===== config.mk =====
export PLATFORM = sky130hd
export DESIGN_NAME = muldiv_unit
export DESIGN_NICKNAME = d
export VERILOG_FILES = /design/src/rtl/muldiv_unit.sv
export SDC_FILE = /design/constraint.sdc
export NUM_CORES = 1
export LEC_CHECK = 0
export BUFFER_PORTS_ARGS = -buffer_cell sky130_fd_sc_hd__buf_2
export CAP_MARGIN = 0
export CORE_UTILIZATION = 50
export DETAILED_ROUTE_END_ITERATION = 6
export PLACE_DENSITY_LB_ADDON = 0.05
export SYNTH_ARGS = -nofsm -noshare
export SYNTH_HDL_FRONTEND = slang
export SYNTH_SLANG_ARGS = --single-unit

===== constraint.sdc =====
create_clock -name clk -period 4.3 [get_ports clk]
set_clock_uncertainty 0.15 [all_clocks]
set_input_delay 0.645 -clock clk [delete_from_list [all_inputs] [get_ports clk]]
set_output_delay 0.645 -clock clk [all_outputs]
set_load 0.02 [all_outputs]

===== src/rtl/muldiv_unit.sv =====
// Iterative MULT/MULTU/DIV/DIVU unit owning HI/LO; one bit per cycle.
// Latency: start at edge T, done and result visible in cycle T+DATA_WIDTH+1.
// Backpressure: stall_request freezes the pipeline while iterating; flush aborts.
module muldiv_unit #(
  parameter int DATA_WIDTH = 32
) (
  input  logic                  clk,
  input  logic                  rst,
  input  logic                  start,
  input  logic [1:0]            op,
  input  logic [DATA_WIDTH-1:0] operand_1,
  input  logic [DATA_WIDTH-1:0] operand_2,
  input  logic                  flush,
  input  logic                  hi_we,
  input  logic                  lo_we,
  input  logic [DATA_WIDTH-1:0] wr_data,
  output logic                  stall_request,
  output logic                  done,
  output logic [DATA_WIDTH-1:0] hi,
  output logic [DATA_WIDTH-1:0] lo
);
  localparam int W  = DATA_WIDTH;
  localparam int CW = $clog2(DATA_WIDTH);
  localparam logic [CW-1:0] LAST = CW'(DATA_WIDTH - 1);

  typedef enum logic [1:0] {S_IDLE, S_MUL, S_DIV, S_FINISH} state_t;

  state_t          state_q, state_d;
  logic [CW-1:0]   cnt_q;
  logic [2*W-1:0]  acc_q;
  logic [W-1:0]    opb_q, mplr_q, raw1_q, hi_q, lo_q;
  logic            neg_q, rneg_q, dz_q, is_div_q;

  logic            sgn_1, sgn_2;
  logic [W-1:0]    mag_1, mag_2, res_hi, res_lo;
  logic [W:0]      mul_sum, div_diff;
  logic [2*W-1:0]  mul_next, div_next, prod;

  assign sgn_1 = ~op[0] & operand_1[W-1];
  assign sgn_2 = ~op[0] & operand_2[W-1];
  assign mag_1 = sgn_1 ? -operand_1 : operand_1;
  assign mag_2 = sgn_2 ? -operand_2 : operand_2;

  // acc holds {partial product, shifted-out low bits} for MUL and {remainder, dividend/quotient} for DIV
  assign mul_sum  = {1'b0, acc_q[2*W-1:W]} + {1'b0, (mplr_q[0] ? opb_q : {W{1'b0}})};
  assign mul_next = {mul_sum, acc_q[W-1:1]};
  assign div_diff = {acc_q[2*W-1:W], acc_q[W-1]} - {1'b0, opb_q};
  assign div_next = div_diff[W] ? {acc_q[2*W-2:0], 1'b0}
                                : {div_diff[W-1:0], acc_q[W-2:0], 1'b1};
  assign prod     = neg_q ? -acc_q : acc_q;

  always_comb begin
    res_hi = prod[2*W-1:W];
    res_lo = prod[W-1:0];
    if (is_div_q) begin
      if (dz_q) begin
        res_hi = raw1_q;
        res_lo = {W{1'b1}};
      end else begin
        res_hi = rneg_q ? -acc_q[2*W-1:W] : acc_q[2*W-1:W];
        res_lo = neg_q  ? -acc_q[W-1:0]   : acc_q[W-1:0];
      end
    end
  end

  always_ff @(posedge clk) begin
    if (rst) state_q <= S_IDLE;
    else     state_q <= state_d;
  end

  always_comb begin
    state_d = state_q;
    if (flush) begin
      state_d = S_IDLE;
    end else begin
      case (state_q)
        S_IDLE:   if (start) state_d = op[1] ? S_DIV : S_MUL;
        S_MUL,
        S_DIV:    if (cnt_q == LAST) state_d = S_FINISH;
        S_FINISH: state_d = S_IDLE;
        default:  state_d = S_IDLE;
      endcase
    end
  end

  // Result is forwarded in the done cycle so the consumer sees it without waiting for the HI/LO write
  always_comb begin
    stall_request = (state_q == S_IDLE && start && !flush) ||
                    state_q == S_MUL || state_q == S_DIV;
    done          = (state_q == S_FINISH) && !flush;
    hi            = done ? res_hi : hi_q;
    lo            = done ? res_lo : lo_q;
  end

  always_ff @(posedge clk) begin
    if (rst) begin
      cnt_q    <= '0;
      acc_q    <= '0;
      opb_q    <= '0;
      mplr_q   <= '0;
      raw1_q   <= '0;
      hi_q     <= '0;
      lo_q     <= '0;
      neg_q    <= 1'b0;
      rneg_q   <= 1'b0;
      dz_q     <= 1'b0;
      is_div_q <= 1'b0;
    end else if (flush) begin
      cnt_q <= '0;
    end else begin
      case (state_q)
        S_IDLE: begin
          if (hi_we) hi_q <= wr_data;
          if (lo_we) lo_q <= wr_data;
          if (start) begin
            cnt_q    <= '0;
            is_div_q <= op[1];
            neg_q    <= sgn_1 ^ sgn_2;
            rneg_q   <= sgn_1;
            dz_q     <= (operand_2 == '0);
            raw1_q   <= operand_1;
            opb_q    <= op[1] ? mag_2 : mag_1;
            mplr_q   <= mag_2;
            acc_q    <= op[1] ? {{W{1'b0}}, mag_1} : '0;
          end
        end
        S_MUL: begin
          acc_q  <= mul_next;
          mplr_q <= mplr_q >> 1;
          cnt_q  <= (cnt_q == LAST) ? '0 : cnt_q + CW'(1);
        end
        S_DIV: begin
          acc_q <= div_next;
          cnt_q <= (cnt_q == LAST) ? '0 : cnt_q + CW'(1);
        end
        S_FINISH: begin
          hi_q <= res_hi;
          lo_q <= res_lo;
        end
        default: cnt_q <= '0;
      endcase
    end
  end
endmodule


==> results of run 1 <==
cell usage in the layout (no fill, tap or decap), types with 11 or more instances in the layout:
cell and instances:
a211oi_1 61, inv_1 67, nor2b_1 12, a22oi_1 11, or2_2 12, dfxtp_1 226, or4_1 11, ha_1 72
o211ai_1 55, o21ai_2 12, and3_1 11, nor2_1 274, xnor2_1 117, nor4_1 12, a22o_1 32, o31ai_1 17
nor3_1 47, or3_1 17, nand2_1 398, nand3_1 32, buf_6 14, o21a_1 16, o21ai_0 171, nand4_1 12
buf_4 145, and2_1 37, a31oi_1 22, o21ai_1 26, a221oi_1 24, a311oi_1 14, a21oi_1 248, a21o_1 40
mux2i_1 42, clkbuf_16 29, xor2_1 75, nand2b_1 26, o41ai_1 11, buf_2 147
state kept, by name, indices dropped and copies added (netlist names):
register  count
acc_q        64
cnt_q         5
dz_q          1
hi_q         32
is_div_q      1
lo_q         32
mplr_q       32
neg_q         1
opb_q        32
raw1_q       32
rneg_q        1
state_q       2
cell type report:
cell class / count / area [um^2]
clock buffer: 36 / 792.0
clock inverter: 17 / 265.3
fill: 3540 / 14720
inverter: 71 / 266.5
multi-input combinational: 2133 / 13420
sequential: 235 / 4718
tap: 468 / 585.6
timing repair buffer: 308 / 2017
kinds of logic (layout without fill, tap and decap cells):
| group | count (synthesis) | after routing | synth area share |
|---|---|---|---|
| and+or+nand+nor | 960 | 960 | 0.2315 |
| DFF | 235 | 235 | 0.2504 |
| xor gates and xnor gates | 199 | 199 | 0.09277 |
| adders and majority gates | 77 | 77 | 0.05208 |
| buffers and inverters | 287 | 432 | 0.05981 |
| muxes | 51 | 51 | 0.02777 |
| AOI/OAI and AO/OA | 846 | 846 | 0.2856 |
synth_stat cells (16+ instances only):
cell type  number  area, um^2
a31oi_1        23       143.9
nand2b_1       29       181.4
o21a_1         16       120.1
nor3_1         49       245.2
a21oi_1       256        1281
mux2i_1        42       420.4
dfxtp_1       235        4705
or3_1          23       143.9
and2_1         37       231.5
a211oi_1       63       473.0
ha_1           75       938.4
a21o_1         41       307.8
o21ai_0       210        1051
xor2_1         76       665.6
clkbuf_1      184       690.7
o211ai_1       55       412.9
o31ai_1        21       157.7
a221oi_1       24       210.2
nor2_1        277        1040
nand3_1        32       160.2
buf_1          17       63.81
xnor2_1       123        1077
nand2_1       402        1509
a22o_1         32       280.3
inv_1          69       259.0
worst min path at each step:
stage / from / endpoint / cells after the start
final: operand_1[10] / raw1_q[10] / 3
after global routing: operand_1[1] / raw1_q[1] / 3
after CTS: operand_1[1] / raw1_q[1] / 3
after detailed placement: mplr_q[20] / mplr_q[20] / 2
after global placement: hi_q[29] / hi_q[29] / 2
after floorplan: mplr_q[24] / mplr_q[24] / 2
report_power, final:
group	switching, mW	internal (mW)
combinational	1.14	0.637
sequential	0.132	2.32
clock	1.05	1.67
worst register-to-register path, stage by stage (launching register included):
cell and delay [ps]:
dfxtp_1 330, inv_1 70, ha_1 230, fa_1 390
nand2b_1 200, a21oi_1 250, nor4_1 120, o21ai_0 340
o2bb2ai_1 230, a41oi_1 160, buf_4 180, xnor2_1 340
buf_4 300, nand2_1 230, o21ai_0 250, a21o_1 100
stage by stage:
stage | util | total power, mW | hold WS [ps] | TNS [ps]
after detailed placement | 0.5503 | 4.148 | 292.3 | 0
after global placement | 0.5503 | 4.125 | 288.0 | 0
final | 0.5999 | 6.953 | 173.4 | -3893
after CTS | 0.5913 | 6.898 | 157.3 | -4081
after floorplan | - | 3.526 | 281.2 | 0
after global routing | 0.5999 | 7.193 | 181.2 | -6669
metal layers:
metal  wire [um]  GRT usage  share of wire  vias up
met5           0          0              0        -
met4        3177     0.1473          0.044        0
met1       31670     0.5206           0.44     9671
met2       30820     0.5546           0.43      985
met3        6595    0.04985          0.091      155
li1            -          -              -     9652
what timing repair did:
action | in CTS | in global routing
gates resized for setup | 89 | 76
setup endpoints to repair | 33 | 39
gates cloned | 1 | 0
buffers inserted | 18 | 13
pin swaps | 26 | 19
==> impl_metrics.ini, run 1 <==
[die]
ioPinCount = 170
fp.dieH_um = 195.8
dieArea_um2 = 38350
core-area_um2 = 36790
die_w_um = 195.8
rows = 70
initial_core_util = 0.5107

[sta]
tightest_slew_ps = 1161
rsz0062_at_grt = true
maxSlewHeadroom = 0.2261
setup_violations = 27
hold_violations = 0
maxSlewViolCount = 0
layout_min_cycle_time_ps = 4557
setup_slack_ps = -256.8
clock.fmax_mhz = 219.5
fin_crit_sh = 1.060

[critical_path]
reg2reg_depth = 15
critPathMaxStageDelay_ps = 550
critPathBufInv = 2
endpoint = hi[14]
critPathLaunchType = flip-flop
rrSetupSlack_ps = 370
critPathKind = flip-flop to primary output
regToRegStartpoint = acc_q[31]
crit_start = acc_q[7]
cp.depth = 11
critPathSlowestCell = or4_4
worstPathRequired_ps = 3500
path_cells = or4_4, or4_4, or2_4, or3_4, buf_6, nor4_4, nand2b_4, xnor2_2, o211ai_1, o21a_1, buf_6
arrival_ps = 3760
cpLargestDelayFamily = simple AND/OR/NAND/NOR gates
cp_max_fo = 4
r2r-end = acc_q[60]
end_kind = primary output

[outcome]
status = finished, violations left
violations = setup timing

[placement]
place_congestion = 0.9939
dp_hpwl_mm = 55.09
pre_cts_slack_ps = 128.5
numPlacedInstances = 3184
place_area_um2 = 20240
port_buffers = 169

[drt]
drcViolationCount = 0
vias_per_cell = 6.262
first_pass_iters = 5
routedWlPerCell_um = 22.11
via_count = 20460
wl_mm = 72.26
ant_nets = 0
drtIter0Drc = 2120

[layout]
drive_gt1_frac = 0.1714
nets = 2959
instances_no_fill = 3268
syn_to_final_growth_pct = 17.46
antennaDiodeCount = 0
design_area_um2 = 22070

[grt]
grt_pass1_vias = 18750
overflow = 0
grt_use_total = 0.3659
antenna_found_initial = 0
grt_max_degree = 89
grt_pass1_wl_mm = 109.4

[synth]
ys_types = 82
synth-edff-count = 0
syn-num-nets = 2836
yosysWarnings = 0
syn_avg_cell_area_um2 = 7.076
syn_inst = 2655
async_flop_share = 0
ys.flop_type = dfxtp_1
ys_ff_latch = 235
ys_seq_area_frac = 0.2504
synthesis.area_um2 = 18790

[clock_network]
clkLatencyLatePin_ps = 600
clockBufferDepth = 3
cts_root_buffer = clkbuf_16
h-tree-depth = 1
clk_pin_slew_worst_paths_ps = 60
clock-sinks = 235
cts.hold.buffers_added = 0
cts_tree = yes
cts_made_buffers = 29

[power_and_ir_drop]
p_leak_nw = 9.073
p_per_area_nw_per_um2 = 315.1
peakVddDrop_v = 0.0003585

[hold_path]
worst_hold_path_type = input pin to flip-flop

[job]
maxCapViolCount = 0
No activity file was read; power rests on OpenSTA's default activity.
==> run 2, diff against run 1 <==
--- a/config.mk
+++ b/config.mk
@@ -5,6 +5,7 @@
 export SDC_FILE = /design/constraint.sdc
 export NUM_CORES = 1
 export LEC_CHECK = 0
+export ABC_AREA = 1
 export BUFFER_PORTS_ARGS = -buffer_cell sky130_fd_sc_hd__buf_2
 export CAP_MARGIN = 0
 export CORE_UTILIZATION = 50
==> run 2 against run 1 <==
Compared with the run above:
- the flow finishes with violations (DRC)
- clock power shrank 11%
- critical path depth grew 2
- combinational power grew 30%
- synthesized cell count grew 41%
- power grew 4.0%
- count of clock-buffer cells in the layout grew 1
- sequential cell count is the same
- final area grew 6.0%
- critical path type unchanged
- largest power group is now sequential cells
==> impl_metrics.ini, run 2 <==
[job]
maxCapViolCount = 0

[placement]
numPlacedInstances = 4321
place_congestion = 1.140
dp_hpwl_mm = 77.71
pre_cts_slack_ps = 698.5
port_buffers = 169

[synth]
synth.area.top_cells = dfxtp_1 22%, nand2_1 21%, a21oi_1 8.7%
syn_inst = 3733
yosysWarnings = 0
synth-edff-count = 0
synth_area_leader_cell = dfxtp_1
ys.flop_type = dfxtp_1
syn-num-nets = 3914
syn_avg_cell_area_um2 = 5.656
synth_commonest_cells = 1,205 x nand2_1, 385 x inv_1, 368 x a21oi_1
synthesis.area_um2 = 21120
ys_ff_latch = 235
async_flop_share = 0
yosysTopAreaCellShare = 0.2228
ys_seq_area_frac = 0.2228
yosysMostFrequentCell = nand2_1
ys_types = 51

[power_and_ir_drop]
p_sw_frac = 0.3918
peakVddDrop_v = 0.0003594
power_frac_clock = 0.336
power_frac_comb = 0.319
intPower_mw = 4.399
power.switching_mw = 2.834
p_leak_nw = 11.81
p_per_area_nw_per_um2 = 309.3
seqPwrFrac = 0.346

[clock_network]
clock-sinks = 235
h-tree-depth = 1
cts_root_buffer = clkbuf_16
clkLatencyLatePin_ps = 580
clockBufferDepth = 3
cts_made_buffers = 27
clk_pin_slew_worst_paths_ps = 60
cts_tree = yes

[outcome]
status = finished, violations left
violations = DRC

[layout]
nets = 4002
drive_gt1_frac = 0.09768
syn_to_final_growth_pct = 10.75
largest_register_ffs = 64
fill_cells = 4326
layout_common_cells = 1,205 x nand2_1, 382 x inv_1, 368 x a21oi_1
max_flop_register = acc_q
final_common_cell = nand2_1
utilization = 0.5676
instances_no_fill = 4376

[die]
fp.dieH_um = 207.5
initial_core_util = 0.5125
ioPinCount = 170
rows = 74
die_w_um = 207.5
dieArea_um2 = 43060
core-area_um2 = 41200

[critical_path]
endpoint = hi[14]
crit_top_cell = nand2_1
worstPathRequired_ps = 3500
critPathBufInv = 2
arrival_ps = 3420
reg2reg_depth = 19
critPathLaunchType = flip-flop
cp.depth = 13
critPathSlowestCell = o21ai_0
end_kind = primary output
critPathMaxStageDelay_ps = 370
path_cells = inv_1, ha_1, nand3_2, nor3_1, nand2_1, nor2_1, nand3_1, nand2_2, a21oi_1, o21ai_0, nand2_1, nand2_1, buf_2
crit_start = acc_q[1]
r2r-end = acc_q[49]
cp_max_fo = 10
regToRegStartpoint = acc_q[31]
cpLargestDelayFamily = simple AND/OR/NAND/NOR gates
rrSetupSlack_ps = 590
critPathKind = flip-flop to primary output

[hold_path]
worst_hold_path_type = input pin to flip-flop

[drt]
wl_mm = 97.47
drcViolationCount = 1
first_pass_iters = 7
routedWlPerCell_um = 22.27
ant_nets = 0
via_count = 26740
vias_per_cell = 6.112
drtIter0Drc = 4203

[sta]
setup_slack_ps = 85.45
layout_min_cycle_time_ps = 4215
rsz0062_at_grt = false
finalSetupTns_ps = 0
maxSlewHeadroom = 0.1728
tightest_slew_ps = 1239
fin_crit_sh = 0.9801
hold_violations = 0
clock.fmax_mhz = 237.3
setup_violations = 0
maxSlewViolCount = 0

[grt]
grt_use_total = 0.4363
grt_pass1_wl_mm = 145.2
overflow = 0
grt_pass1_vias = 24070
grt_max_degree = 85
antenna_found_initial = 7
==> run 2: kinds of logic (layout without fill, tap and decap cells) <==
logic type | Yosys count | after routing | synth area share
buf+inv | 574 | 680 | 0.1041
xor+xnor | 85 | 85 | 0.03526
flops | 235 | 235 | 0.2228
fa+ha+maj | 77 | 77 | 0.04634
simple gates | 1950 | 1950 | 0.3815
compound gates | 812 | 812 | 0.2101
other cells | 0 | 5 | 0
==> run 2: final cells by class <==
type | count | area (um^2) | share of cell area
sequential | 235 | 4706 | 0.2012
multi-input combinational | 2924 | 14250 | 0.6096
clock inverter | 10 | 150.1 | 0.006421
clock buffer | 37 | 763.2 | 0.03264
timing repair buffer | 230 | 1319 | 0.05639
tap | 532 | 665.6 | 0.02846
antenna | 5 | 12.51 | 0.0005350
inverter | 403 | 1514 | 0.06474
==> run 2: routing by layer <==
metal  up-vias  wire length (um)  GRT usage
li1      12360                 -          -
met1     12270             38830     0.5916
met2      1835             39790     0.6445
met3       275             14330     0.1330
met4         6              4481     0.1657
met5         -                41          0
==> run 2: metrics by stage <==
stage                     area [um^2]  power (mW)  hold WS, ps
after global routing            23370       7.491        238.8
after CTS                       23340       7.110        220.7
after floorplan                 21120       3.906        279.7
after global placement          22430       4.703        300.3
final                           23380       7.233        235.9
after detailed placement        22430       4.723        306.7
==> run 2: worst min path at each step <==
| stage | startpoint | endpoint | cells after the start | slack, ps |
|---|---|---|---|---|
| finish | operand_1[21] | raw1_q[21] | 3 | 240 |
| CTS | wr_data[31] | lo_q[31] | 3 | 220 |
| floorplan | raw1_q[31] | raw1_q[31] | 2 | 280 |
| global route | wr_data[18] | lo_q[18] | 3 | 240 |
| detailed placement | cnt_q[4] | cnt_q[4] | 2 | 310 |
| global placement | cnt_q[4] | cnt_q[4] | 2 | 300 |
==> run 2: power by group through the flow <==
stage / combinational, mW / clock [mW] / sequential (mW)
6_report: 2.31 / 2.43 / 2.50
5_1_grt: 2.47 / 2.51 / 2.51
4_1_cts: 2.20 / 2.42 / 2.49
3_5_place_dp: 2.19 / 0 / 2.53
3_3_place_gp: 2.18 / 0 / 2.52
2_1_floorplan: 1.44 / 0 / 2.47
==> run 2: worst min-delay path: cells and delay by family <==
| kind | cells | cell delay (ps) |
|---|---|---|
| buf+inv | 2 | 210 |
| compound gates | 1 | 60 |
==> run 2: timing repair <==
action	CTS	global route
endpoints found under the setup margin	0	6
buffers inserted	0	3
hold buffers	0	0
gates resized for setup	0	3
endpoints found under the hold margin	0	0
